==> src/rtl/microwave_timer.sv <==
// microwave_timer: cook-time register with a 1 s countdown.
// The time is adjusted in steps while the oven is in SET and counts down once per
// second while it is in RUN. The mode input comes from microwave_fsm, which reads
// run_time back to enable start and to detect the end of cooking.
// The remaining time is also presented as registered MM:SS BCD digits for the display.
module microwave_timer #(
  parameter int CLK_HZ   = 100_000_000,
  parameter int STEP_SEC = 30,
  parameter int MAX_SEC  = 5999
) (
  input  logic        clk,
  input  logic        reset_n,
  input  logic [2:0]  mode,
  input  logic        btnU,
  input  logic        btnD,
  output logic [13:0] run_time,
  output logic        done,
  output logic [3:0]  min_tens,
  output logic [3:0]  min_ones,
  output logic [3:0]  sec_tens,
  output logic [3:0]  sec_ones
);

  typedef enum logic [2:0] {
    MODE_IDLE   = 3'd0,
    MODE_SET    = 3'd1,
    MODE_RUN    = 3'd2,
    MODE_STOP   = 3'd3,
    MODE_FINISH = 3'd4
  } mode_e;

  localparam int PW = (CLK_HZ > 1) ? $clog2(CLK_HZ) : 1;
  localparam logic [PW-1:0] PRESC_LAST = PW'(CLK_HZ - 1);
  localparam logic [14:0]   MAX15      = 15'(MAX_SEC);
  localparam logic [14:0]   STEP15     = 15'(STEP_SEC);

  logic [PW-1:0] presc;
  logic          tick;
  logic          in_run;
  logic [14:0]   rt_ext;
  logic [14:0]   sum_up;
  logic [14:0]   sum_dn;
  logic [13:0]   rt_next;
  logic          done_next;
  logic [13:0]   mins;
  logic [13:0]   secs;

  assign in_run = (mode == MODE_RUN);
  assign tick   = in_run && (presc == PRESC_LAST);

  // Prescaler: counts only in RUN; any other mode discards the partial second.
  // NOTE: sequential state is updated with non-blocking assignments so every
  // register samples the values from before the clock edge.
  always_ff @(posedge clk or negedge reset_n) begin
    if (!reset_n)    presc <= '0;
    else if (!in_run) presc <= '0;
    else if (tick)   presc <= '0;
    else             presc <= presc + PW'(1);
  end

  // Up and down steps are formed one bit wider so the clamps see true overflow.
  assign rt_ext = {1'b0, run_time};
  assign sum_up = rt_ext + STEP15;
  assign sum_dn = rt_ext - STEP15;

  // Next remaining time and end-of-countdown pulse, governed by the current mode.
  // NOTE: every output of this block gets a default first, so no path can infer a latch.
  always_comb begin
    rt_next   = run_time;
    done_next = 1'b0;
    case (mode)
      MODE_IDLE: rt_next = '0;
      MODE_SET: begin
        if (btnU && !btnD)
          rt_next = (sum_up > MAX15) ? MAX15[13:0] : sum_up[13:0];
        else if (btnD && !btnU)
          rt_next = (rt_ext < STEP15) ? '0 : sum_dn[13:0];
      end
      MODE_RUN: begin
        if (tick && (run_time != '0)) begin
          rt_next   = run_time - 14'd1;
          done_next = (run_time == 14'd1);
        end
      end
      default: ;  // STOP, FINISH and illegal codes hold the time
    endcase
  end

  // Remaining-time and done registers.
  always_ff @(posedge clk or negedge reset_n) begin
    if (!reset_n) begin
      run_time <= '0;
      done     <= 1'b0;
    end else begin
      run_time <= rt_next;
      done     <= done_next;
    end
  end

  // Minutes/seconds split of the current time; the digit registers add one cycle.
  assign mins = run_time / 14'd60;
  assign secs = run_time % 14'd60;

  // BCD digit registers for the display stage.
  always_ff @(posedge clk or negedge reset_n) begin
    if (!reset_n) begin
      min_tens <= '0;
      min_ones <= '0;
      sec_tens <= '0;
      sec_ones <= '0;
    end else begin
      min_tens <= 4'(mins / 14'd10);
      min_ones <= 4'(mins % 14'd10);
      sec_tens <= 4'(secs / 14'd10);
      sec_ones <= 4'(secs % 14'd10);
    end
  end

endmodule

==> config.mk <==
export PLATFORM = sky130hd
export DESIGN_NAME = microwave_timer
export DESIGN_NICKNAME = d
export VERILOG_FILES = /design/src/rtl/microwave_timer.sv
export SDC_FILE = /design/constraint.sdc
export NUM_CORES = 1
export LEC_CHECK = 0
export CORE_MARGIN = 2
export CORE_UTILIZATION = 53
export CTS_CLUSTER_DIAMETER = 30
export DETAILED_ROUTE_END_ITERATION = 7
export PLACE_DENSITY = 0.78
export SLEW_MARGIN = 20
export SYNTH_ARGS = -nofsm -noshare
export SYNTH_HDL_FRONTEND = slang
export SYNTH_SLANG_ARGS = --single-unit
==> constraint.sdc <==
create_clock -name clk -period 10.96 [get_ports clk]
set_input_delay 2.192 -clock clk [delete_from_list [all_inputs] [get_ports clk]]
set_output_delay 2.192 -clock clk [all_outputs]
set_load 0.005 [all_outputs]
==> impl_metrics.csv, run 1 <==
group,metric,value,unit
cts,cts_hold_buffers,0,
cts,cts.path.max_buffers,2,
cts,cts_htree_levels,3,
hold_path,min_path_type,"reg -> reg",
timing,min_period_over_period,92.3,%
cts,path_clk_slew,0.05,ns
timing,maxSlewViolCount,0,
setup_path,startpoint_type,"flop",
logic_synthesis,syn_inst,963,
placement,detailedPlacementHpwl,15100,microns
status,status,"finished clean",
global_routing,groute.usage.overall,27.6,%
pwr,power_leakage,3.01,nW
pwr,p_clk_share,11.7,%
cts,numCtsBuffers,9,
logic_synthesis,yosysTopAreaCell,"dfrtp_1",
timing,hold_viol_final,0,
placement,dp_worst_setup_slack,0.772,ns
pwr,power_frac_comb,76.0,%
timing,min_period,10.11,ns
setup_path,reg2reg_depth,34,
global_routing,grt_pass1_vias,6763,
timing,fmax,98.9,MHz
logic_synthesis,ys_seq_elements,58,
setup_path,arrival,10.38,ns
route,via_count,7605,
cts,cts_tree,"done",
route,avgViaCountPerCell,6.58,
setup_path,end_kind,"flop",
cts,post-cts-setup-buffers,0,
logic_synthesis,synth_edf_count,0,
setup_path,path_max_fanout,11,
run,cap_viol_max_count,0,
cts,clock_sinks,58,
logic_synthesis,ys.flop_type,"dfrtp_1",
logic_synthesis,yosysSeqAreaShare,20.0,%
timing,worstMarginPinSlew,0.992,ns
global_routing,antenna_found_initial,0,
die,num_rows,42,
placement,portBuffers,37,
final_layout,mostFrequentLayoutCell,"nor2_1",
pwr,ir_drop,0.000169,V
logic_synthesis,synth.avg_cell_area,7.55,sq um
logic_synthesis,syn_area,7270,sq um
route,drcViolationCount,0,
final_layout,n_antenna_cell,0,
logic_synthesis,synth_nets,984,
final_layout,drive_above_1_share,10.2,%
die,die_area,14700,sq um
die,die_w,121,microns
timing,rsz0062_at_grt,"false",
timing,fin_tns_setup,0,ns
route,first_pass_iters,5,
global_routing,grt_max_degree,59,
global_routing,grt-ovfl-total,0,
setup_path,slowest_delay,0.53,ns
cts,cts-root-buf,"clkbuf_16",
setup_path,crit_required,11.22,ns
timing,skew,0.00596,ns
setup_path,cp_slowest_cell,"dfrtp_1",
setup_path,critPathKind,"reg -> reg",
pwr,p_per_area,319,nW/um^2
pwr,intPower,1.23,mW
route,drt.antenna.violating_nets,0,
final_layout,nets,996,
die,pin_count,38,
logic_synthesis,ys_warn_count,0,
placement,routabilityCongestion,0.973,
cts,insertion_delay,0.34,ns
die,die_h,121,microns
global_routing,grt_pass1_wl,33300,microns
final_layout,synthToLayoutAreaGrowth,11.0,%
timing,fin_ws,0.847,ns
route,routed_wl,20400,microns
logic_synthesis,synth.distinct_cells,109,
logic_synthesis,synthTopCellsByArea,"dfrtp_1 (20%), nor2_1 (5.7%), nand2_1 (5.1%)",
die,core-area,13300,sq um
route,wl_per_cell,17.7,microns
hold_path,min_delay_path_depth,1,
pwr,netSwitchingFraction,52.4,%
timing,finalSetupViolCount,0,
logic_synthesis,async_reset_ff_share,100,%
pwr,switchingPower,1.35,mW
final_layout,final_cell_mix,"nor2_1 (111), nand2_1 (99), a21oi_1 (65)",
pwr,pwr-share-seq,12.3,%
timing,slew_headroom,33.9,%
logic_synthesis,synth_top_area_share,20.0,%
die,initial_core_util,54.7,%
route,drt_iter0_markers,835,
==> final cells by class <==
class                           instances  area (sq um)
Clock buffer                            9           225
Clock inverter                          7          93.8
Fill cell                            1233          5220
Inverter                               25          93.8
Multi-Input combinational cell        834          5550
Sequential cell                        58          1450
Tap cell                              176           220
Timing Repair Buffer                   47           440
==> per-stage QoR <==
step           util, %  total power [mW]  std cells  hold slack (ns)  instance area (sq um)
4_1_cts           60.5              2.54       1156            0.494                   8040
6_report          60.7              2.58       1156            0.488                   8070
3_3_place_gp      58.1              2.21       1140            0.477                   7720
5_1_grt           60.7              2.79       1156            0.507                   8070
3_5_place_dp      58.1              2.22       1140            0.486                   7720
2_1_floorplan        -              1.83        963            0.448                   7270
==> cells by family after synthesis <==
kind of cell               synth area share [%]
DFF                                        20.0
and+or+nand+nor                            28.6
xor gates and xnor gates                   8.17
AOI/OAI and AO/OA                          33.9
muxes                                      2.77
adders and majority gates                  2.41
buffers and inverters                      4.16
==> synthesized netlist by cell type (all sizes together) (7+ instances only) <==
master	number
a211oi	7
a21o	9
a21oi	67
a221oi	8
a22oi	8
a311oi	8
a31oi	16
and2	25
and3	20
buf	22
clkbuf	24
dfrtp	58
ha	14
inv	24
mux2i	11
nand2	100
nand2b	8
nand3	52
nand4	14
nor2	115
nor3	26
nor4	9
o211ai	23
o21a	8
o21ai	75
o22ai	16
o31ai	8
xnor2	37
xor2	30
==> metal layers <==
metal	vias up	global-route usage, %	routed length [microns]
met4	0	7.69	377
met2	338	44.4	9520
li1	3667	-	-
met1	3567	37.9	9090
met3	33	5.36	1460
met5	-	0	0
==> state kept, by name, indices dropped and copies added, names as in the netlist <==
signal    flops
done          1
min_ones      4
min_tens      4
presc        27
run_time     14
sec_ones      4
sec_tens      4
==> power by group through the flow <==
stage / combinational (mW) / clock, mW / sequential [mW]
floorplan: 1.53 / 0 / 0.295
CTS: 1.92 / 0.305 / 0.317
finish: 1.96 / 0.302 / 0.318
global placement: 1.89 / 0 / 0.318
detailed placement: 1.90 / 0 / 0.320
global route: 2.15 / 0.316 / 0.323
==> critical path, delay by kind of cell (launching register included) <==
family / cells / cell delay [ns]
XOR/XNOR: 2 / 0.46
adder cells (fa/ha/maj): 2 / 0.62
multiplexers: 2 / 0.88
flip-flops: 1 / 0.53
buffers and inverters: 2 / 0.42
AND/OR/NAND/NOR: 9 / 2.69
AO/OA/AOI/OAI: 17 / 4.40
==> worst paths after layout <==
check	slack, ns	start	to
max	0.85	run_time[2]$_DFFE_PN0P_	sec_ones[3]$_DFF_PN0_
min	0.49	presc[0]$_DFF_PN0_	presc[0]$_DFF_PN0_
min reg2reg	0.49	presc[0]$_DFF_PN0_	presc[0]$_DFF_PN0_
max in group asynchronous	8.47	reset_n	min_tens[1]$_DFF_PN0_
min in group asynchronous	1.98	reset_n	run_time[11]$_DFFE_PN0P_
max reg2reg	0.85	run_time[2]$_DFFE_PN0P_	sec_ones[3]$_DFF_PN0_
==> timing repair <==
action / 4_1_cts / 5_1_grt
hold endpoints to repair: 0 / 0
gates resized for setup: 0 / 5
setup endpoints to repair: 0 / 3
Power figures use the tool's default switching activity.
==> run 2: changes to the inputs <==
- PLACE_DENSITY: 0.78 -> 0.72
==> impl_metrics.csv, run 2 (synthesis results as in run 1) <==
group,metric,value,unit
cts,cts_hold_buffers,0,
setup_path,arrival,10.56,ns
pwr,ir_drop,0.000198,V
die,die_area,14700,sq um
die,die_w,121,microns
pwr,power_leakage,3.03,nW
die,die_h,121,microns
route,routed_wl,20700,microns
hold_path,min_path_type,"reg -> reg",
timing,min_period_over_period,94.1,%
die,num_rows,42,
route,drcViolationCount,0,
die,pin_count,38,
setup_path,critPathKind,"reg -> reg",
setup_path,slowest_delay,0.57,ns
route,wl_per_cell,17.8,microns
die,core-area,13300,sq um
timing,worstMarginPinSlew,0.956,ns
timing,finalSetupViolCount,0,
timing,min_period,10.31,ns
cts,numCtsBuffers,9,
placement,numPlacedInstances,1143,
global_routing,antenna_found_initial,0,
timing,skew,0.0100,ns
timing,fmax,97.0,MHz
timing,slew_headroom,35.3,%
run,cap_viol_max_count,0,
route,drt.antenna.violating_nets,0,
pwr,p_per_area,318,nW/um^2
placement,detailedPlacementHpwl,15400,microns
cts,path_clk_slew,0.05,ns
final_layout,nets,999,
final_layout,synthToLayoutAreaGrowth,11.2,%
final_layout,largest_reg_flops,27,
final_layout,fill_cells,1162,
cts,cts_tree,"done",
cts,cts.path.max_buffers,2,
setup_path,crit_required,11.21,ns
setup_path,end_kind,"flop",
setup_path,crit_top_cell,"a21oi_1",
placement,routabilityCongestion,0.920,
timing,maxSlewViolCount,0,
timing,hold_viol_final,0,
final_layout,final_cell_mix,"nor2_1 (111), nand2_1 (99), a21oi_1 (65)",
final_layout,drive_above_1_share,10.2,%
setup_path,regToRegSetupSlack,0.65,ns
setup_path,cp_slowest_cell,"o311ai_4",
final_layout,mostFrequentLayoutCell,"nor2_1",
route,first_pass_iters,5,
final_layout,top_register,"presc",
cts,insertion_delay,0.32,ns
final_layout,ff_latch_area,1450,sq um
setup_path,startpoint_type,"flop",
setup_path,path_max_fanout,21,
timing,rsz0062_at_grt,"false",
route,avgViaCountPerCell,6.53,
cts,clock_sinks,58,
die,initial_core_util,54.7,%
placement,portBuffers,37,
global_routing,grt-ovfl-total,0,
global_routing,grt_pass1_vias,6751,
timing,hold_slack,0.491,ns
cts,cts_htree_levels,3,
final_layout,reg_top3,"presc x27, run_time x14",
global_routing,grt_pass1_wl,34100,microns
route,drt_iter0_markers,817,
global_routing,groute.usage.overall,28.3,%
cts,cts-root-buf,"clkbuf_16",
final_layout,fin_cells,1159,
final_layout,multiInputGateArea,5540,sq um
global_routing,grt_max_degree,59,
status,status,"finished clean",
timing,fin_tns_setup,0,ns
final_layout,n_antenna_cell,0,
route,via_count,7567,
-- run 2: routing by layer --
metal / vias to the layer above / GRT usage (%) / wire length [microns]
met5: - / 0 / 0
met4: 0 / 6.32 / 280
met3: 30 / 3.99 / 1510
met2: 330 / 44.6 / 9430
met1: 3534 / 41.1 / 9440
li1: 3673 / - / -
-- run 2: worst max-delay path: cells and delay by family, from the launching register on --
kind                       cells  cell delay, ns
DFF                            1            0.52
muxes                          1            0.37
AOI/OAI and AO/OA             21            5.63
buffers and inverters          4            0.92
and+or+nand+nor                7            1.99
adders and majority gates      2            0.64
xor gates and xnor gates       1            0.14
-- run 2: metrics by stage --
| stage | power [mW] | util, % | cell area (sq um) | setup slack (ns) |
|---|---|---|---|---|
| after floorplan | 1.83 | - | 7270 | 2.22 |
| after global placement | 2.23 | 58.3 | 7750 | 1.01 |
| after CTS | 2.54 | 60.7 | 8070 | 0.768 |
| after global routing | 2.78 | 60.8 | 8080 | 0.0421 |
| after detailed placement | 2.23 | 58.3 | 7750 | 0.791 |
| final | 2.57 | 60.8 | 8080 | 0.648 |
-- run 2: layout make-up --
class / instances / share of cell area (%)
Clock buffer: 11 / 3.00
Tap cell: 176 / 2.72
Clock inverter: 5 / 0.960
Inverter: 25 / 1.16
Sequential cell: 58 / 18.0
Multi-Input combinational cell: 834 / 68.5
Timing Repair Buffer: 50 / 5.73
-- run 2: power by group --
part / switching, mW / internal [mW]
sequential: 0.0406 / 0.269
clock: 0.0973 / 0.204
combinational: 1.20 / 0.761
total: 1.34 / 1.23
-- run 2: path summary, 6_finish.rpt --
check                      cells past startpoint                  endpoint                     from
setup / recovery                              36     sec_ones[3]$_DFF_PN0_  run_time[2]$_DFFE_PN0P_
hold / removal                                 1        presc[0]$_DFF_PN0_       presc[0]$_DFF_PN0_
setup reg to reg                              36     sec_ones[3]$_DFF_PN0_  run_time[2]$_DFFE_PN0P_
hold reg to reg                                1        presc[0]$_DFF_PN0_       presc[0]$_DFF_PN0_
max in group asynchronous                      2       presc[12]$_DFF_PN0_                  reset_n
min in group asynchronous                      2  run_time[11]$_DFFE_PN0P_                  reset_n
-- run 2: timing repair --
action,in CTS,in global routing
hold endpoints to repair,0,0
resized for setup,0,3
endpoints found under the setup margin,0,2
setup buffers,0,0
==> run 3: changes to the inputs <==
- CAP_MARGIN: not set -> 20
- CORE_MARGIN: 2 -> 10
- clock period: 10.96 -> 11.5 ns (I/O delays scaled with it)
==> impl_metrics.csv, run 3 (synthesis results as in run 1) <==
group,metric,value,unit
pwr,netSwitchingFraction,52.6,%
setup_path,cp_slowest_cell,"o31ai_1",
setup_path,reg2reg_depth,35,
die,die_w,137,microns
hold_path,hold_end,"presc[0]$_DFF_PN0_",
final_layout,fill_cells,1235,
timing,skew,0.00716,ns
route,via_count,7663,
hold_path,hp-start,"presc[0]$_DFF_PN0_",
cts,post_cts_resized,0,
global_routing,grt-ovfl-total,0,
route,drt.antenna.violating_nets,0,
final_layout,synthToLayoutAreaGrowth,10.5,%
setup_path,arrival,10.89,ns
pwr,intPower,1.16,mW
setup_path,worstReg2RegEnd,"sec_ones[3]$_DFF_PN0_",
cts,cts_tree,"done",
global_routing,grt_max_degree,59,
final_layout,mostFrequentLayoutCell,"nor2_1",
route,wl_per_cell,18.0,microns
timing,fmax,93.9,MHz
global_routing,grt_pass1_vias,6827,
global_routing,grt_pass1_wl,34000,microns
placement,dp_worst_setup_slack,1.19,ns
timing,fin_ws,0.850,ns
final_layout,largest_reg_flops,27,
pwr,power_leakage,3.00,nW
timing,finalSetupViolCount,0,
timing,slew_headroom,33.8,%
final_layout,final_area,8040,sq um
setup_path,crit-reg2reg-launch,"run_time[2]$_DFFE_PN0P_",
die,num_rows,42,
cts,insertion_delay,0.33,ns
cts,path_clk_slew,0.05,ns
setup_path,critPathKind,"reg -> reg",
die,die_h,137,microns
global_routing,met3_usage,4.29,%
status,status,"finished clean",
setup_path,startpoint_type,"flop",
global_routing,gr-max-usage-layer,"met2",
route,avgViaCountPerCell,6.63,
die,pin_count,38,
setup_path,path_max_fanout,13,
final_layout,top_register,"presc",
final_layout,n_antenna_cell,0,
setup_path,slowest_delay,0.70,ns
cts,cts.path.max_buffers,2,
timing,worstMarginPinSlew,0.983,ns
cts,cts_htree_levels,3,
final_layout,drive_above_1_share,9.80,%
global_routing,groute.usage.overall,21.8,%
timing,rsz0062_at_grt,"false",
pwr,power_frac_comb,76.4,%
route,drt_iter0_markers,722,
cts,cts-root-buf,"clkbuf_16",
pwr,switchingPower,1.29,mW
placement,placed_cell_area,7730,sq um
setup_path,regToRegSetupSlack,0.85,ns
placement,routabilityCongestion,0.960,
setup_path,crit_required,11.74,ns
route,routed_wl,20800,microns
setup_path,crit_top_cell,"a21oi_1",
cts,numCtsBuffers,9,
final_layout,reg_top3,"presc x27, run_time x14",
global_routing,grt_use_met1,30.0,%
die,die_area,18800,sq um
setup_path,cp-startpoint,"run_time[2]$_DFFE_PN0P_",
timing,min_period_over_period,92.6,%
setup_path,end_kind,"flop",
pwr,p_per_area,306,nW/um^2
timing,min_period,10.65,ns
timing,fin_tns_setup,0,ns
route,drcViolationCount,0,
route,first_pass_iters,6,
timing,hold_slack,0.493,ns
final_layout,final_cell_mix,"nor2_1 (111), nand2_1 (99), a21oi_1 (65)",
pwr,p_clk_share,11.3,%
run,cap_viol_max_count,0,
pwr,ir_drop,0.000178,V
placement,detailedPlacementHpwl,15500,microns
timing,maxSlewViolCount,0,
hold_path,min_path_type,"reg -> reg",
cts,cts_hold_buffers,0,
final_layout,post-route-util,60.2,%
placement,portBuffers,37,
die,initial_core_util,54.5,%
cts,post-cts-setup-buffers,0,
timing,hold_viol_final,0,
final_layout,nets,997,
pwr,pwr-share-seq,12.3,%
global_routing,met2_usage,33.6,%
global_routing,antenna_found_initial,0,
hold_path,min_delay_path_depth,1,
cts,clock_sinks,58,
die,core-area,13300,sq um
[run 3: metrics by stage]
step	cells	power (mW)
6_report	1156	2.46
5_1_grt	1156	2.66
4_1_cts	1156	2.43
3_5_place_dp	1141	2.13
3_3_place_gp	1141	2.12
2_1_floorplan	963	1.74
[run 3: critical path, delay by kind of cell (launching register included)]
family / cells / cell delay (ns)
buffers and inverters: 4 / 0.85
multiplexers: 1 / 0.34
adder cells (fa/ha/maj): 2 / 0.65
XOR/XNOR: 1 / 0.16
AND/OR/NAND/NOR: 7 / 1.74
flip-flops: 1 / 0.54
AO/OA/AOI/OAI: 20 / 6.25
[run 3: worst max path at each step]
stage / end / slack [ns]
global placement: sec_ones[3]$_DFF_PN0_ / 1.31
CTS: sec_ones[3]$_DFF_PN0_ / 1.16
global route: sec_ones[3]$_DFF_PN0_ / 0.23
finish: sec_ones[3]$_DFF_PN0_ / 0.85
detailed placement: sec_ones[3]$_DFF_PN0_ / 1.19
floorplan: sec_ones[3]$_DFF_PN0_ / 2.76
[run 3: layer usage]
metal / vias to the layer above / routed length (microns) / part of all wire, %
met3: 39 / 1560 / 7.5
met1: 3622 / 9560 / 46
met4: 0 / 403 / 1.9
met2: 335 / 9270 / 45
li1: 3667 / - / -
met5: - / 0 / 0
[run 3: area by class of cell]
class | instances | area (sq um) | share of cell area (%)
Multi-Input combinational cell | 834 | 5520 | 68.6
Sequential cell | 58 | 1450 | 18.1
Timing Repair Buffer | 48 | 448 | 5.57
Clock buffer | 9 | 225 | 2.80
Tap cell | 176 | 220 | 2.74
Inverter | 25 | 93.8 | 1.17
Clock inverter | 6 | 82.6 | 1.03
[run 3: power groups by stage]
stage / sequential [mW] / clock [mW] / combinational, mW
floorplan: 0.281 / 0 / 1.46
global placement: 0.303 / 0 / 1.82
detailed placement: 0.304 / 0 / 1.83
CTS: 0.300 / 0.283 / 1.84
global route: 0.308 / 0.292 / 2.06
finish: 0.302 / 0.278 / 1.88
